[config.mk]
export PLATFORM = sky130hd
export DESIGN_NAME = bus_port_fifo
export DESIGN_NICKNAME = d
export VERILOG_FILES = /design/src/rtl/bus_port_pkg.sv /design/src/rtl/fwft_fifo.sv /design/src/rtl/bus_port_fifo.sv
export SDC_FILE = /design/constraint.sdc
export NUM_CORES = 1
export LEC_CHECK = 0
export BUFFER_PORTS_ARGS = -buffer_cell sky130_fd_sc_hd__buf_2
export CORE_AREA = 4 4 197 199
export CTS_BUF_LIST = sky130_fd_sc_hd__clkbuf_2
export CTS_CLUSTER_DIAMETER = 200
export DETAILED_ROUTE_END_ITERATION = 10
export DIE_AREA = 0 0 201 203
export HOLD_SLACK_MARGIN = 0.03
export PLACE_DENSITY_LB_ADDON = 0.1
export SYNTH_ARGS = -nofsm -noshare
export SYNTH_HDL_FRONTEND = slang
export SYNTH_SLANG_ARGS = --single-unit
[constraint.sdc]
create_clock -name clk -period 3.4 [get_ports clk]
set_input_delay 0.68 -clock clk [delete_from_list [all_inputs] [get_ports clk]]
set_output_delay 0.68 -clock clk [all_outputs]
set_load 0.01 [all_outputs]
[src/rtl/bus_port_pkg.sv]
// rtl/bus_port_pkg.sv - shared types, error-bit indices and helpers for bus_port_fifo
package bus_port_pkg;

    localparam int PCKG_SZ = 16;

    typedef logic [PCKG_SZ-1:0] pckt_t;

    localparam int ERR_TX_OVF = 0;
    localparam int ERR_TX_UDF = 1;
    localparam int ERR_RX_OVF = 2;
    localparam int ERR_RX_UDF = 3;

    // Sticky flag update: a new error in the clearing cycle still lands.
    function automatic logic [3:0] err_next(input logic [3:0] cur,
                                            input logic       clr,
                                            input logic [3:0] evt);
        return (clr ? 4'b0000 : cur) | evt;
    endfunction

endpackage

[src/rtl/fwft_fifo.sv]
// rtl/fwft_fifo.sv - first-word-fall-through queue with overflow/underflow pulses
module fwft_fifo #(
    parameter int width = 16,
    parameter int depth = 8
) (
    input  logic                   clk,
    input  logic                   reset,
    input  logic                   wr,
    input  logic [width-1:0]       wdata,
    input  logic                   rd,
    output logic [width-1:0]       rdata,
    output logic                   empty,
    output logic                   full,
    output logic [$clog2(depth):0] cnt,
    output logic                   ovf,
    output logic                   udf
);

    localparam int AW = $clog2(depth);
    localparam int CW = AW + 1;

    logic [width-1:0] mem [depth];
    logic [AW-1:0]    wr_ptr;
    logic [AW-1:0]    rd_ptr;
    logic             wr_ok;
    logic             rd_ok;

    // A read frees a slot in the same edge, so a full queue still takes a write alongside a read.
    always_comb begin
        empty = (cnt == '0);
        full  = (cnt == CW'(depth));
        rd_ok = rd & ~empty;
        wr_ok = wr & (~full | rd);
        ovf   = wr & full & ~rd;
        udf   = rd & empty;
        rdata = empty ? '0 : mem[rd_ptr];
    end

    // Storage is intentionally left unreset; occupancy alone decides what is valid.
    always_ff @(posedge clk) begin
        if (wr_ok) begin
            mem[wr_ptr] <= wdata;
        end
    end

    // Pointers wrap naturally because depth is a power of two.
    always_ff @(posedge clk or negedge reset) begin
        if (!reset) begin
            wr_ptr <= '0;
            rd_ptr <= '0;
            cnt    <= '0;
        end else begin
            if (wr_ok) begin
                wr_ptr <= wr_ptr + AW'(1);
            end
            if (rd_ok) begin
                rd_ptr <= rd_ptr + AW'(1);
            end
            unique case ({wr_ok, rd_ok})
                2'b10:   cnt <= cnt + CW'(1);
                2'b01:   cnt <= cnt - CW'(1);
                default: cnt <= cnt;
            endcase
        end
    end

endmodule

[src/rtl/bus_port_fifo.sv]
// rtl/bus_port_fifo.sv - per-driver TX/RX buffering between a bus device and the arbiter
module bus_port_fifo
    import bus_port_pkg::*;
#(
    parameter int pckg_sz = PCKG_SZ,
    parameter int depth   = 8
) (
    input  logic                   clk,
    input  logic                   reset,
    input  logic                   dev_wr,
    input  logic [pckg_sz-1:0]     dev_wdata,
    output logic                   tx_full,
    output logic [$clog2(depth):0] tx_cnt,
    output logic                   pndng,
    output logic [pckg_sz-1:0]     D_pop,
    input  logic                   pop,
    input  logic                   push,
    input  logic [pckg_sz-1:0]     D_push,
    input  logic                   dev_rd,
    output logic                   rx_valid,
    output logic [pckg_sz-1:0]     dev_rdata,
    output logic                   rx_full,
    output logic [$clog2(depth):0] rx_cnt,
    output logic [3:0]             err,
    input  logic                   clr_err
);

    logic       tx_empty;
    logic       rx_empty;
    logic       tx_ovf;
    logic       tx_udf;
    logic       rx_ovf;
    logic       rx_udf;
    logic [3:0] err_evt;

    fwft_fifo #(.width(pckg_sz), .depth(depth)) u_tx (
        .clk   (clk),
        .reset (reset),
        .wr    (dev_wr),
        .wdata (dev_wdata),
        .rd    (pop),
        .rdata (D_pop),
        .empty (tx_empty),
        .full  (tx_full),
        .cnt   (tx_cnt),
        .ovf   (tx_ovf),
        .udf   (tx_udf)
    );

    fwft_fifo #(.width(pckg_sz), .depth(depth)) u_rx (
        .clk   (clk),
        .reset (reset),
        .wr    (push),
        .wdata (D_push),
        .rd    (dev_rd),
        .rdata (dev_rdata),
        .empty (rx_empty),
        .full  (rx_full),
        .cnt   (rx_cnt),
        .ovf   (rx_ovf),
        .udf   (rx_udf)
    );

    // Gather this cycle's queue events into the err bit layout.
    always_comb begin
        pndng               = ~tx_empty;
        rx_valid            = ~rx_empty;
        err_evt             = 4'b0000;
        err_evt[ERR_TX_OVF] = tx_ovf;
        err_evt[ERR_TX_UDF] = tx_udf;
        err_evt[ERR_RX_OVF] = rx_ovf;
        err_evt[ERR_RX_UDF] = rx_udf;
    end

    // Sticky error flags, cleared only by clr_err.
    always_ff @(posedge clk or negedge reset) begin
        if (!reset) begin
            err <= 4'b0000;
        end else begin
            err <= err_next(err, clr_err, err_evt);
        end
    end

endmodule

==> results by group <==
Status
  – Status: complete, no violations

Synth
  – #FFs+latches synth: 280
  – Yosys warns: 0
  – Seq/Total Area, Yosys: 75.03%
  – Syn avg cell area: 20.53 um^2
  – Mapped cell area: 11050 um^2
  – Cells after synthesis: 538
  – Top_reg_cell synth: edfxtp_1
  – Distinct cells, synth: 35
  – Asr flop ratio synth: 8.571%
  – Post-Syn Nets: 587
  – Number of synthesized flops with an enable pin: 256

Routing
  – # DRC: 0
  – DR pass1 iterations: 4
  – WL/cell: 20.05 um
  – Routed Antenna Nets: 0
  – Initial DRC count: 219
  – Vias: 5803
  – Final wirelength: 25450 um
  – Vias/cell: 4.573

Placement
  – DP Cell Count: 1098
  – HPWL Detailed: 14030 um
  – GPL Wtd Cong: 0.6916
  – Dpl cell area: 12230 um^2
  – IO Port Bufs: 86

Pwr
  – Maximum vdd drop: 0.0003862 V
  – Sw frac: 34.31%
  – Seq pwr share: 43.8%
  – Pint: 7064 uW
  – Power Total: 10750 uW
  – Comb power frac: 35.6%
  – Switching pwr: 3689 uW
  – Pleak: 0.004792 uW
  – Clock power share: 20.6%
  – PD cells: 807.5 nW/um^2

Die
  – Placement Rows: 71
  – Die Ht: 203 um
  – Core area: 37220 um^2
  – Die ar.: 40800 um^2
  – Initial Util: 29.67%
  – # IOs: 87
  – Die W: 201 um

STA
  – Unrepaired setup endpoints after global routing: yes
  – Worst hold slack: 175.3 ps
  – Clock skew: 72.22 ps
  – Worst slew margin: 60.43%
  – Crit path time final: 3214 ps
  – Final setup viols: 0
  – Worst Tran Pin Value: 593.6 ps
  – Final Hold Viols: 0
  – Max-slew violation count: 0
  – Final period util: 94.52%
  – Fmax: 0.3112 GHz

Final layout
  – Nets: 795
  – Core Util, Final: 35.78%
  – Fill count: 3535
  – Final instance area: 13320 um^2
  – Layout Cells excl Fill: 1269
  – Layout cells sized above 1: 39.27%
  – Multi-input gate area: 2658 um^2
  – Register area: 8293 um^2
  – Area Overhead vs Synth: 20.56%

Critical path
  – Critical Path End Type: output pin
  – R2R Path End: u_rx.cnt[2]
  – Reg2reg path depth: 10
  – Startpoint Class: flop
  – Worst path arrival time: 2530 ps
  – Worst r2r src: u_rx.cnt[2]
  – R2r setup slk: 530 ps
  – Max FO, Critical Path: 16
  – Setup CP Type: reg -> out
  – Critical Path RT: 2720 ps

Run
  – Max-Cap Viols: 0

Global route
  – Largest net degree at the start of global routing: 35
  – Initial antenna violation count: 3
  – Vias in the first global route: 6442
  – Grt total ovfl: 0
  – First-pass GRT wire length: 38540 um
  – GRT Overall Usage: 12.62%

Hold path
  – Hold Path End: err[1]
  – Worst Hold Launch: clr_err
  – Hold-critical path depth: 3
  – Worst min path class: in -> reg

Clock network
  – Num CTS Buffers: 76
  – Clock buffer depth: 3
  – TritonCTS clock tree: built
  – Worst-Skew Late Latency: 880 ps
  – H-tree depth: 3
  – Root Buffer: clkbuf_2
  – Register clock-pin slew on the reported worst setup and hold paths: 100 ps
  – Clk sinks: 280
## logic make-up (layout without fill, tap and decap cells)
| logic type | after synthesis | after routing | share of synthesized area (%) |
|---|---|---|---|
| buffers and inverters | 33 | 287 | 1.382 |
| other | 0 | 3 | 0 |
| xor gates and xnor gates | 18 | 18 | 1.427 |
| AOI/OAI and AO/OA | 14 | 14 | 0.9062 |
| muxes | 100 | 100 | 16.39 |
| adders and majority gates | 10 | 10 | 1.133 |
| DFF | 280 | 280 | 75.03 |
| and+or+nand+nor | 83 | 83 | 3.727 |
## layout make-up
type	instances	area share, %
antenna	3	0.05638
clock buffer	104	3.909
clock inverter	20	0.7705
inverter	8	0.2255
multi-input combinational	225	19.96
sequential	280	62.28
tap	474	4.454
timing repair buffer	155	8.353
## per-stage QoR
step                setup slack (ps)  TNS [ps]
floorplan                      416.4         0
global placement               745.7         0
detailed placement             564.7         0
CTS                            4.392         0
global route                  -37.55    -169.0
finish                         186.5         0
## cell usage in the layout, fill, tap and decap left out, types with 4 or more instances in the layout
cell / synthesis / layout
nor2_1: 43 / 43
xor2_1: 9 / 9
mux2i_1: 32 / 32
nand2_1: 15 / 15
dlygate4sd3_1: 0 / 39
edfxtp_1: 256 / 256
nand2b_1: 6 / 6
a21oi_1: 4 / 4
dfrtp_1: 24 / 22
clkbuf_2: 0 / 104
buf_4: 0 / 25
xnor2_1: 9 / 9
nor3_2: 0 / 8
mux4_2: 64 / 64
clkinv_1: 0 / 16
inv_2: 5 / 7
ha_1: 10 / 10
buf_2: 11 / 86
## what timing repair did
item / CTS / global route
resized for setup: 1 / 1
hold buffers: 39 / 0
setup buffers: 4 / 0
endpoints found under the setup margin: 17 / 8
hold endpoints to repair: 267 / 0
cloned: 1 / 0
## power groups by stage
stage               Sequential, uW  Combinational (uW)  Clock [uW]
global route                  4780                4200        2550
global placement              4780                3760           0
CTS                           4720                3970        2370
floorplan                     4670                2480           0
finish                        4710                3830        2210
detailed placement            4830                3790           0
## worst max path at each step
stage,to,startpoint
2_1_floorplan,u_rx.mem[0][0],u_rx.cnt[1]
3_3_place_gp,u_rx.cnt[2],u_rx.cnt[2]
3_5_place_dp,u_rx.cnt[2],u_rx.cnt[2]
4_1_cts,dev_rdata[7],u_rx.rd_ptr[0]
5_1_grt,dev_rdata[9],u_rx.rd_ptr[0]
6_report,dev_rdata[3],u_rx.rd_ptr[0]
## Yosys cell counts (2+ instances only)
cell type  number  area, um^2
nor4_4          2       42.54
inv_2           5       18.77
mux2i_1        32       320.3
buf_6           2       22.52
nor4_1          2       12.51
buf_2          11       55.05
dfrtp_1        24       600.6
a22o_1          3       26.28
a21oi_1         4       20.02
nand2b_1        6       37.54
inv_1           3       11.26
mux2_2          2       22.52
nand2_1        15       56.30
o21a_1          2       15.01
nor2_1         43       161.4
or4b_1          2       20.02
clkbuf_1        9       33.78
buf_1           3       11.26
xnor2_1         9       78.83
mux4_2         64        1441
nor3_1          8       40.04
nor3b_1         2       15.01
ha_1           10       125.1
xor2_1          9       78.83
edfxtp_1      256        7687
## state kept, by name, indices dropped and copies added, names as in the netlist
register	cells
u_rx.cnt	4
u_tx.mem	128
u_rx.mem	128
u_tx.wr_ptr	3
u_rx.wr_ptr	3
u_tx.cnt	4
err	4
u_tx.rd_ptr	3
u_rx.rd_ptr	3
## critical path, cell delays in order, from the launching register on
cell       delay [ps]
dfrtp_2           430
bufbuf_16         360
mux4_2            510
mux2i_1           130
nor2_1             50
buf_2             170
## layer usage
metal	up-vias	part of all wire, %	GRT usage (%)	routed length (um)
met5	-	0	0	0
met4	0	2.4	5.015	617
met3	67	4.8	3.658	1209
met2	136	48	20.28	12140
met1	2974	45	16.22	11480
li1	2626	-	-	-
No activity file was read; power rests on OpenSTA's default activity.
